### config.mk
export PLATFORM = sky130hd
export DESIGN_NAME = skid_chain
export DESIGN_NICKNAME = d
export VERILOG_FILES = /design/src/rtl/skid_pkg.sv /design/src/rtl/skid_chain_stage.sv /design/src/rtl/skid_chain.sv
export SDC_FILE = /design/constraint.sdc
export NUM_CORES = 1
export LEC_CHECK = 0
export ABC_AREA = 1
export CORE_UTILIZATION = 40
export CTS_BUF_LIST = sky130_fd_sc_hd__clkbuf_4 sky130_fd_sc_hd__clkbuf_8 sky130_fd_sc_hd__clkbuf_16
export DETAILED_ROUTE_END_ITERATION = 8
export PLACE_DENSITY = 0.64
export REMOVE_ABC_BUFFERS = 1
export SKIP_LAST_GASP = 1
export SYNTH_ARGS = -nofsm -noshare
export SYNTH_HDL_FRONTEND = slang
export SYNTH_HIERARCHICAL = 1
export SYNTH_SLANG_ARGS = --single-unit
### constraint.sdc
create_clock -name clk -period 2.7 [get_ports clk]
set_clock_uncertainty 0.05 [all_clocks]
set_input_delay 0.81 -clock clk [delete_from_list [all_inputs] [get_ports clk]]
set_output_delay 0.81 -clock clk [all_outputs]
set_load 0.01 [all_outputs]
### src/rtl/skid_pkg.sv
// Shared types and sizing helpers for the skid_chain pipeline slice.
package skid_pkg;

    // Per-stage occupancy: EMPTY = nothing held, BUSY = one word, FULL = word + skid word.
    typedef enum logic [1:0] {
        EMPTY = 2'd0,
        BUSY  = 2'd1,
        FULL  = 2'd2
    } st_type;

    localparam int MODE_FULL   = 0;
    localparam int MODE_FWD    = 1;
    localparam int MODE_BYPASS = 2;

    // Number of words the whole chain can hold.
    function automatic int stage_cap(input int mode, input int stages);
        if (mode == MODE_FULL) begin
            return 2 * stages;
        end else if (mode == MODE_FWD) begin
            return stages;
        end
        return 0;
    endfunction

    // Width of the occupancy counter; bypass keeps a 1-bit constant zero.
    function automatic int count_width(input int mode, input int stages);
        if (mode == MODE_BYPASS) begin
            return 1;
        end
        return $clog2(stage_cap(mode, stages) + 1);
    endfunction

endpackage

### src/rtl/skid_chain_stage.sv
// One pipeline slice. MODE_FULL registers data and ready (two entries),
// any other MODE registers data/valid only with a combinational ready.
//
// Handshake (both sides): a word moves at a rising clk edge when valid and
// ready are both high; the sender keeps valid and payload stable until then.
module skid_stage
    import skid_pkg::*;
#(
    parameter int WIDTH = 9,
    parameter int MODE  = MODE_FULL
) (
    input  logic             clk,
    input  logic             rst,
    input  logic             flush,
    input  logic             in_valid,
    output logic             in_ready,
    input  logic [WIDTH-1:0] in_data,
    output logic             out_valid,
    input  logic             out_ready,
    output logic [WIDTH-1:0] out_data,
    output st_type           state_dbg
);

    if (MODE == MODE_FULL) begin : g_full
        st_type           state_q, state_d;
        logic [WIDTH-1:0] data_q, data_d;
        logic [WIDTH-1:0] skid_q, skid_d;
        logic             valid_q, valid_d;
        logic             ready_q, ready_d;
        logic             in_fire, out_fire;

        assign in_fire   = in_valid && ready_q;
        assign out_fire  = valid_q && out_ready;
        assign in_ready  = ready_q;
        assign out_valid = valid_q;
        assign out_data  = data_q;
        assign state_dbg = state_q;

        // Next state and register loads; valid/ready flops follow next state so
        // ready never depends combinationally on out_ready.
        always_comb begin
            state_d = state_q;
            data_d  = data_q;
            skid_d  = skid_q;
            unique case (state_q)
                EMPTY: begin
                    if (in_fire) begin
                        state_d = BUSY;
                        data_d  = in_data;
                    end
                end
                BUSY: begin
                    if (in_fire && out_fire) begin
                        data_d = in_data;
                    end else if (in_fire) begin
                        state_d = FULL;
                        skid_d  = in_data;
                    end else if (out_fire) begin
                        state_d = EMPTY;
                    end
                end
                FULL: begin
                    if (out_fire) begin
                        state_d = BUSY;
                        data_d  = skid_q;
                    end
                end
                default: state_d = EMPTY;
            endcase
            if (flush) begin
                state_d = EMPTY;
            end
            valid_d = (state_d != EMPTY);
            ready_d = (state_d != FULL);
        end

        // State and payload registers.
        always_ff @(posedge clk) begin
            if (rst) begin
                state_q <= EMPTY;
                data_q  <= '0;
                skid_q  <= '0;
                valid_q <= 1'b0;
                ready_q <= 1'b1;
            end else begin
                state_q <= state_d;
                data_q  <= data_d;
                skid_q  <= skid_d;
                valid_q <= valid_d;
                ready_q <= ready_d;
            end
        end
    end else begin : g_fwd
        logic [WIDTH-1:0] data_q, data_d;
        logic             valid_q, valid_d;

        assign in_ready  = !valid_q || out_ready;
        assign out_valid = valid_q;
        assign out_data  = data_q;
        assign state_dbg = valid_q ? BUSY : EMPTY;

        // Single register: load on accept, empty when drained.
        always_comb begin
            valid_d = valid_q;
            data_d  = data_q;
            if (in_valid && in_ready) begin
                valid_d = 1'b1;
                data_d  = in_data;
            end else if (out_ready) begin
                valid_d = 1'b0;
            end
            if (flush) begin
                valid_d = 1'b0;
            end
        end

        // Valid and payload registers.
        always_ff @(posedge clk) begin
            if (rst) begin
                valid_q <= 1'b0;
                data_q  <= '0;
            end else begin
                valid_q <= valid_d;
                data_q  <= data_d;
            end
        end
    end

endmodule

### src/rtl/skid_chain.sv
// Chain of STAGES valid/ready slices carrying {last, data}, with flush and
// occupancy status. MODE_BYPASS reduces the block to wires.
module skid_chain
    import skid_pkg::*;
#(
    parameter int  WORD_WIDTH = 8,
    parameter int  STAGES     = 2,
    parameter int  MODE       = MODE_FULL,
    localparam int CW         = count_width(MODE, STAGES)
) (
    input  logic                  clk,
    input  logic                  rst,
    input  logic                  flush,
    input  logic                  s_valid,
    output logic                  s_ready,
    input  logic [WORD_WIDTH-1:0] s_data,
    input  logic                  s_last,
    output logic                  m_valid,
    input  logic                  m_ready,
    output logic [WORD_WIDTH-1:0] m_data,
    output logic                  m_last,
    output logic [CW-1:0]         count,
    output logic                  idle,
    output logic [2*STAGES-1:0]   state_dbg
);

    if (MODE == MODE_BYPASS) begin : g_bypass
        assign m_valid   = s_valid;
        assign s_ready   = m_ready;
        assign m_data    = s_data;
        assign m_last    = s_last;
        assign count     = '0;
        assign idle      = 1'b1;
        assign state_dbg = '0;
    end else begin : g_pipe
        logic [STAGES:0]     v;
        logic [STAGES:0]     r;
        logic [WORD_WIDTH:0] d [STAGES+1];
        logic                accept, emit;
        logic [CW-1:0]       count_q, count_d;

        assign v[0]       = s_valid;
        assign s_ready    = r[0];
        assign d[0]       = {s_last, s_data};
        assign m_valid    = v[STAGES];
        assign r[STAGES]  = m_ready;
        assign m_data     = d[STAGES][WORD_WIDTH-1:0];
        assign m_last     = d[STAGES][WORD_WIDTH];

        for (genvar i = 0; i < STAGES; i++) begin : g_stage
            st_type stage_st;

            skid_stage #(
                .WIDTH (WORD_WIDTH + 1),
                .MODE  (MODE)
            ) u_stage (
                .clk       (clk),
                .rst       (rst),
                .flush     (flush),
                .in_valid  (v[i]),
                .in_ready  (r[i]),
                .in_data   (d[i]),
                .out_valid (v[i+1]),
                .out_ready (r[i+1]),
                .out_data  (d[i+1]),
                .state_dbg (stage_st)
            );

            assign state_dbg[2*i +: 2] = stage_st;
        end

        assign accept = s_valid && s_ready;
        assign emit   = m_valid && m_ready;
        assign count  = count_q;
        assign idle   = (count_q == '0);

        // Occupancy: +1 on accept, -1 on emit; flush empties everything.
        always_comb begin
            count_d = count_q;
            if (accept && !emit) begin
                count_d = count_q + CW'(1);
            end else if (!accept && emit) begin
                count_d = count_q - CW'(1);
            end
            if (flush) begin
                count_d = '0;
            end
        end

        // Occupancy register.
        always_ff @(posedge clk) begin
            if (rst) begin
                count_q <= '0;
            end else begin
                count_q <= count_d;
            end
        end
    end

endmodule
======== Yosys cells after proc, flatten, opt, wreduce, memory -nomap -nowiden ========
Index checks and enable logic that the tools add are counted.
cells by class
  reduce and logical (&&, ||, !) cells .... 22
  muxes and demuxes ....................... 24
  add/sub/neg operators ................... 2
  equality and inequality tests ........... 12
  bitwise gates (word level) .............. 2
operators by type and width
  kind                                               count
  2-to-1 mux 9 bit                                   6
  case mux 9 bit (3 select lines)                    2
  2-to-1 mux 2 bit                                   12
  case mux 2 bit (3 select lines)                    2
  != test 2 bit (second input constant)              5
  AND reduction 4 bit                                2
  logical AND 1 bit                                  7
  2-to-1 mux 3 bit                                   2
  != test 2 x 1 -> 1 bit (second input constant)     3
  AND reduction 3 bit                                2
  nonzero test 2 bit                                 3
  nonzero test 3 bit                                 2
  == test 2 x 1 -> 1 bit (second input constant)     2
  == test 2 bit (second input constant)              2
  logical NOT 2 bit                                  2
  adder 3 x 1 -> 3 bit (second input constant)       1
  logical NOT 3 bit                                  1
  subtractor 3 x 1 -> 3 bit (second input constant)  1
  logical NOT 1 bit                                  2
  NOT 1 bit                                          2
  OR reduction 2 bit                                 1
storage, ports and cells
  output and inout bits ................... 19
  input port bits ......................... 14
  logic and storage cells ................. 73
  register bits ........................... 47

======== Longest topological paths before layout ========
  depth in word-level cells ............... 7
  mapped depth ............................ 11

======== Hierarchy ========
Netlist, hierarchy kept.
by module, submodules not included
  module      sequential area each (sq um)  instances  area an instance (sq um)  cells each
  skid_stage  440.4                         2          935.9                     135
  skid_chain  60.1                          1          186.4                     27

======== Least setup slack after synthesis ========
No wires, ideal clock.
  path kind ............................... input port to flip-flop
  start ................................... in s_valid
  end ..................................... reg g_pipe.count_q[2], in the netlist count[2]
  slack ................................... 0.765 ns
  arrival ................................. 1.776 ns
  stages .................................. 11
  buffers on the path ..................... 0
  path through ............................ nand2_1 -> inv_1 -> ha_1 -> inv_2 -> fa_1 -> inv_1 -> nand2_1 -> nand3_1 -> nand2_1 -> inv_1 -> nor2_1
between the ends
  word-level cells in the longest chain between the ends .. 4
ends and longest elaborated chain
  item                                 RTL line          text
  start, declared                      skid_chain.sv:14  input logic s_valid,
  logical AND 1 bit *                  skid_chain.sv:72  assign accept = s_valid && s_ready;
  logical NOT 1 bit                    skid_chain.sv:82  end else if (!accept && emit) begin
  logical AND 1 bit                    skid_chain.sv:82
  nonzero test 2 bit (no source line)  --
  end signal, assigned                 skid_chain.sv:95  count_q <= count_d;
  end, declared                        skid_chain.sv:40  logic [CW-1:0] count_q, count_d;
Mark *: on every way between the ends. The rest lies on a longest branch, timed or not.
A chain may end at the register's enable or synchronous reset.

======== Worst setup path in the final report ========
  start ................................... reg g_pipe.count_q[0], in the netlist count[0]
  end ..................................... out idle
between the ends
  word-level cells in the longest chain between the ends .. 1
ends and longest elaborated chain
  item               RTL line          text
  logical NOT 3 bit  skid_chain.sv:75  assign idle = (count_q == '0);
  end, declared      skid_chain.sv:23  output logic idle,
No other way between the ends.

==> impl_metrics.yaml <==
clock_network:
  clock_latency_ps: 300
  clock-root-buffer: "clkbuf_8"
  clk_pin_slew_ps: 80
  htree_levels: 2
  max-clock-path-buffers: 2
  cts_buffers: 5
  ctsHoldBuffers: 0
  cts_resized: 0
  post_cts_buffers: 0
  cts.sinks: 47
  cts_tree: "yes"
route:
  drt_wl_total_microns: 4170
  drt.antenna.violating_nets: 0
  dr.pass1.iters: 4
  viasPerCell: 4.71
  wire_per_inst_microns: 10.5
  drtIter0Drc: 75
  drcViolationCount: 0
  vias: 1866
placed_design:
  place.gp.congestion: 0.731
  dp_cells: 388
  port_buffers: 32
  dp_hpwl_microns: 2990
  place_area_sq_um: 2440
sta:
  report.final.slew_viol_count: 0
  tns_ps: 0
  period_minus_slack_ps: 2280
  hold_viol: 0
  slew_headroom_pct: 64.3
  finalSetupViolCount: 0
  post-route-period-util_pct: 84.5
  worstMarginPinSlew_ps: 535
  max_freq_mhz: 438
  grt_setup_unrepaired: "false"
floorplan:
  ios: 33
  core_sq_um: 4850
  die_area_sq_um: 5440
  die_height_microns: 73.7
  die_w_microns: 73.7
  rows: 25
  start_util_pct: 42.5
cells_and_area:
  final_nets: 344
  nFillCells: 513
  num_antenna_cells: 0
  final_area_sq_um: 2540
  drive_gt1_share_pct: 7.60
  seq_area_sq_um: 941
  fin_cells: 396
  multi_input_area_sq_um: 987
  synthToLayoutAreaGrowth_pct: 23.5
critical_path:
  cpPeakStageDelay_ps: 560
  cp_top_family: "buffers and inverters"
  crit_buf_inv: 1
  critical_path_required_ps: 1840
  crit_path_start_kind: "flop"
  rrSetupSlack_ps: 1120
  end_kind: "output pin"
  cp_max_fo: 5
  critPathSlowestCell: "clkdlybuf4s50_1"
  crit_chain: "nor3_1 > clkdlybuf4s50_1"
  crit_type: "flop to output pin"
  critPathArrivalTime_ps: 1420
synth:
  post_synth.cell_area_avg_sq_um: 6.93
  synthTopCellsByArea: "dfxtp_1, nand2_1, nor2_1"
  synth_cell_types: 18
  syn_area_sq_um: 2060
  synth_seq_cells: 47
  yosys.area.top_type: "dfxtp_1"
  yosys_warnings: 6
  ys_seq_area_share_pct: 45.7
  synth_top_area_share_pct: 45.7
  netlist_instances: 297
grt:
  gr-usage-all-layers_pct: 17.4
  antenna_found_initial: 0
  busiest_layer: "met2"
  met3_usage_pct: 4.53
  grt_pass1_vias: 1655
  overflow: 0
  grt_start_max_net_pins: 21
  use_met1_pct: 23.1
  use_met2_pct: 27.8
  grt_pass1_wl_microns: 7400
pwr:
  p_seq_share_pct: 52.6
  intPower_mw: 1.08
  p_sw_uw: 360
  ir_worst_vdd_mv: 0.278
  combPwrFrac_pct: 14.7
  p_sw_share_pct: 25.1
  pwr_density_cell_nw_per_um2: 566
  p_leak_nw: 1.11
  power.share.clock_pct: 32.7
job:
  maxCapViolCount: 0
outcome:
  status: "completed"
min_path:
  hold_class: "flop to flop"
-- area by class of cell --
type	count	area share (%)
Clock buffer	8	4.09
Inverter	20	2.95
Multi-Input combinational cell	218	38.8
Sequential cell	47	37.0
Tap cell	67	3.30
Timing Repair Buffer	36	13.8
-- power by group through the flow --
stage / clock [mW] / sequential [mW] / combinational, mW
after floorplan: 0 / 0.776 / 0.119
after global placement: 0 / 0.773 / 0.209
after detailed placement: 0 / 0.774 / 0.212
after CTS: 0.490 / 0.757 / 0.212
after global routing: 0.517 / 0.762 / 0.240
final: 0.471 / 0.757 / 0.211
-- tightest hold or removal path, cell delays in order (launching register included) --
cell,delay [ps]
dfxtp_1,330
a31oi_1,40
nor2_1,80
-- state kept, by name, indices dropped and copies added, names as in the netlist --
register and count:
g_pipe.g_stage.u_stage/in_ready 2, g_pipe.g_stage.u_stage/g_full.skid_q 18, count 3, g_pipe.g_stage.u_stage/state_dbg 4, g_pipe.g_stage.u_stage/out_data 18, g_pipe.g_stage.u_stage/out_valid 2
-- path summary, 6_finish.rpt --
kind                                                       from                                                  to  cells after the start
min          g_pipe.g_stage[1].u_stage/out_data[7]$_SDFFE_PP0P_  g_pipe.g_stage[1].u_stage/out_data[7]$_SDFFE_PP0P_                      2
min reg2reg  g_pipe.g_stage[1].u_stage/out_data[7]$_SDFFE_PP0P_  g_pipe.g_stage[1].u_stage/out_data[7]$_SDFFE_PP0P_                      2
max                                       count[0]$_SDFFE_PP0P_                                                idle                      2
max reg2reg       g_pipe.g_stage[0].u_stage/in_ready$_SDFF_PP1_                               count[2]$_SDFFE_PP0P_                     11
-- layout by cell type (no fill, tap or decap) --
cell type / instances
nand2_1: 79
nor2_1: 60
a31oi_1: 18
nor2_4: 2
ha_1: 1
o21ai_1: 40
inv_1: 12
nand4_1: 1
a21oi_1: 5
nand2_2: 1
nor3_1: 1
clkdlybuf4s50_1: 32
inv_2: 8
buf_4: 4
clkbuf_4: 1
clkbuf_8: 7
nand3_2: 2
nand3_1: 7
dfxtp_1: 47
fa_1: 1
-- cells in the mapped netlist --
library cell and instances:
a21oi_1 5, a31oi_1 18, buf_2 8, clkbuf_1 4
dfxtp_1 47, fa_1 1, ha_1 1, inv_1 12
inv_2 8, nand2_1 79, nand2_2 1, nand3_1 7
nand3_2 2, nand4_1 1, nor2_1 60, nor2_4 2
nor3_1 1, o21ai_1 40
-- per-layer routing --
metal | vias up | wire length (microns)
li1 | 1026 | -
met1 | 804 | 2170
met2 | 31 | 1810
met3 | 5 | 146
met4 | 0 | 48
met5 | - | 0
-- metrics by stage --
stage / total power [mW] / hold WS (ps) / util, % / setup WS [ps]
floorplan: 0.895 / 405 / - / 765
global placement: 0.982 / 413 / 50.3 / 224
detailed placement: 0.986 / 417 / 50.3 / 175
CTS: 1.46 / 438 / 52.4 / 390
global route: 1.52 / 458 / 52.4 / 333
finish: 1.44 / 432 / 52.4 / 417
-- kinds of logic after synthesis --
logic type      count (synthesis)  share of synthesized area (%)
compound gates                 63                           16.4
fa+ha+maj                       2                           1.58
buf+inv                        32                           6.32
flops                          47                           45.7
simple gates                  153                           30.0
Power figures use the tool's default switching activity.
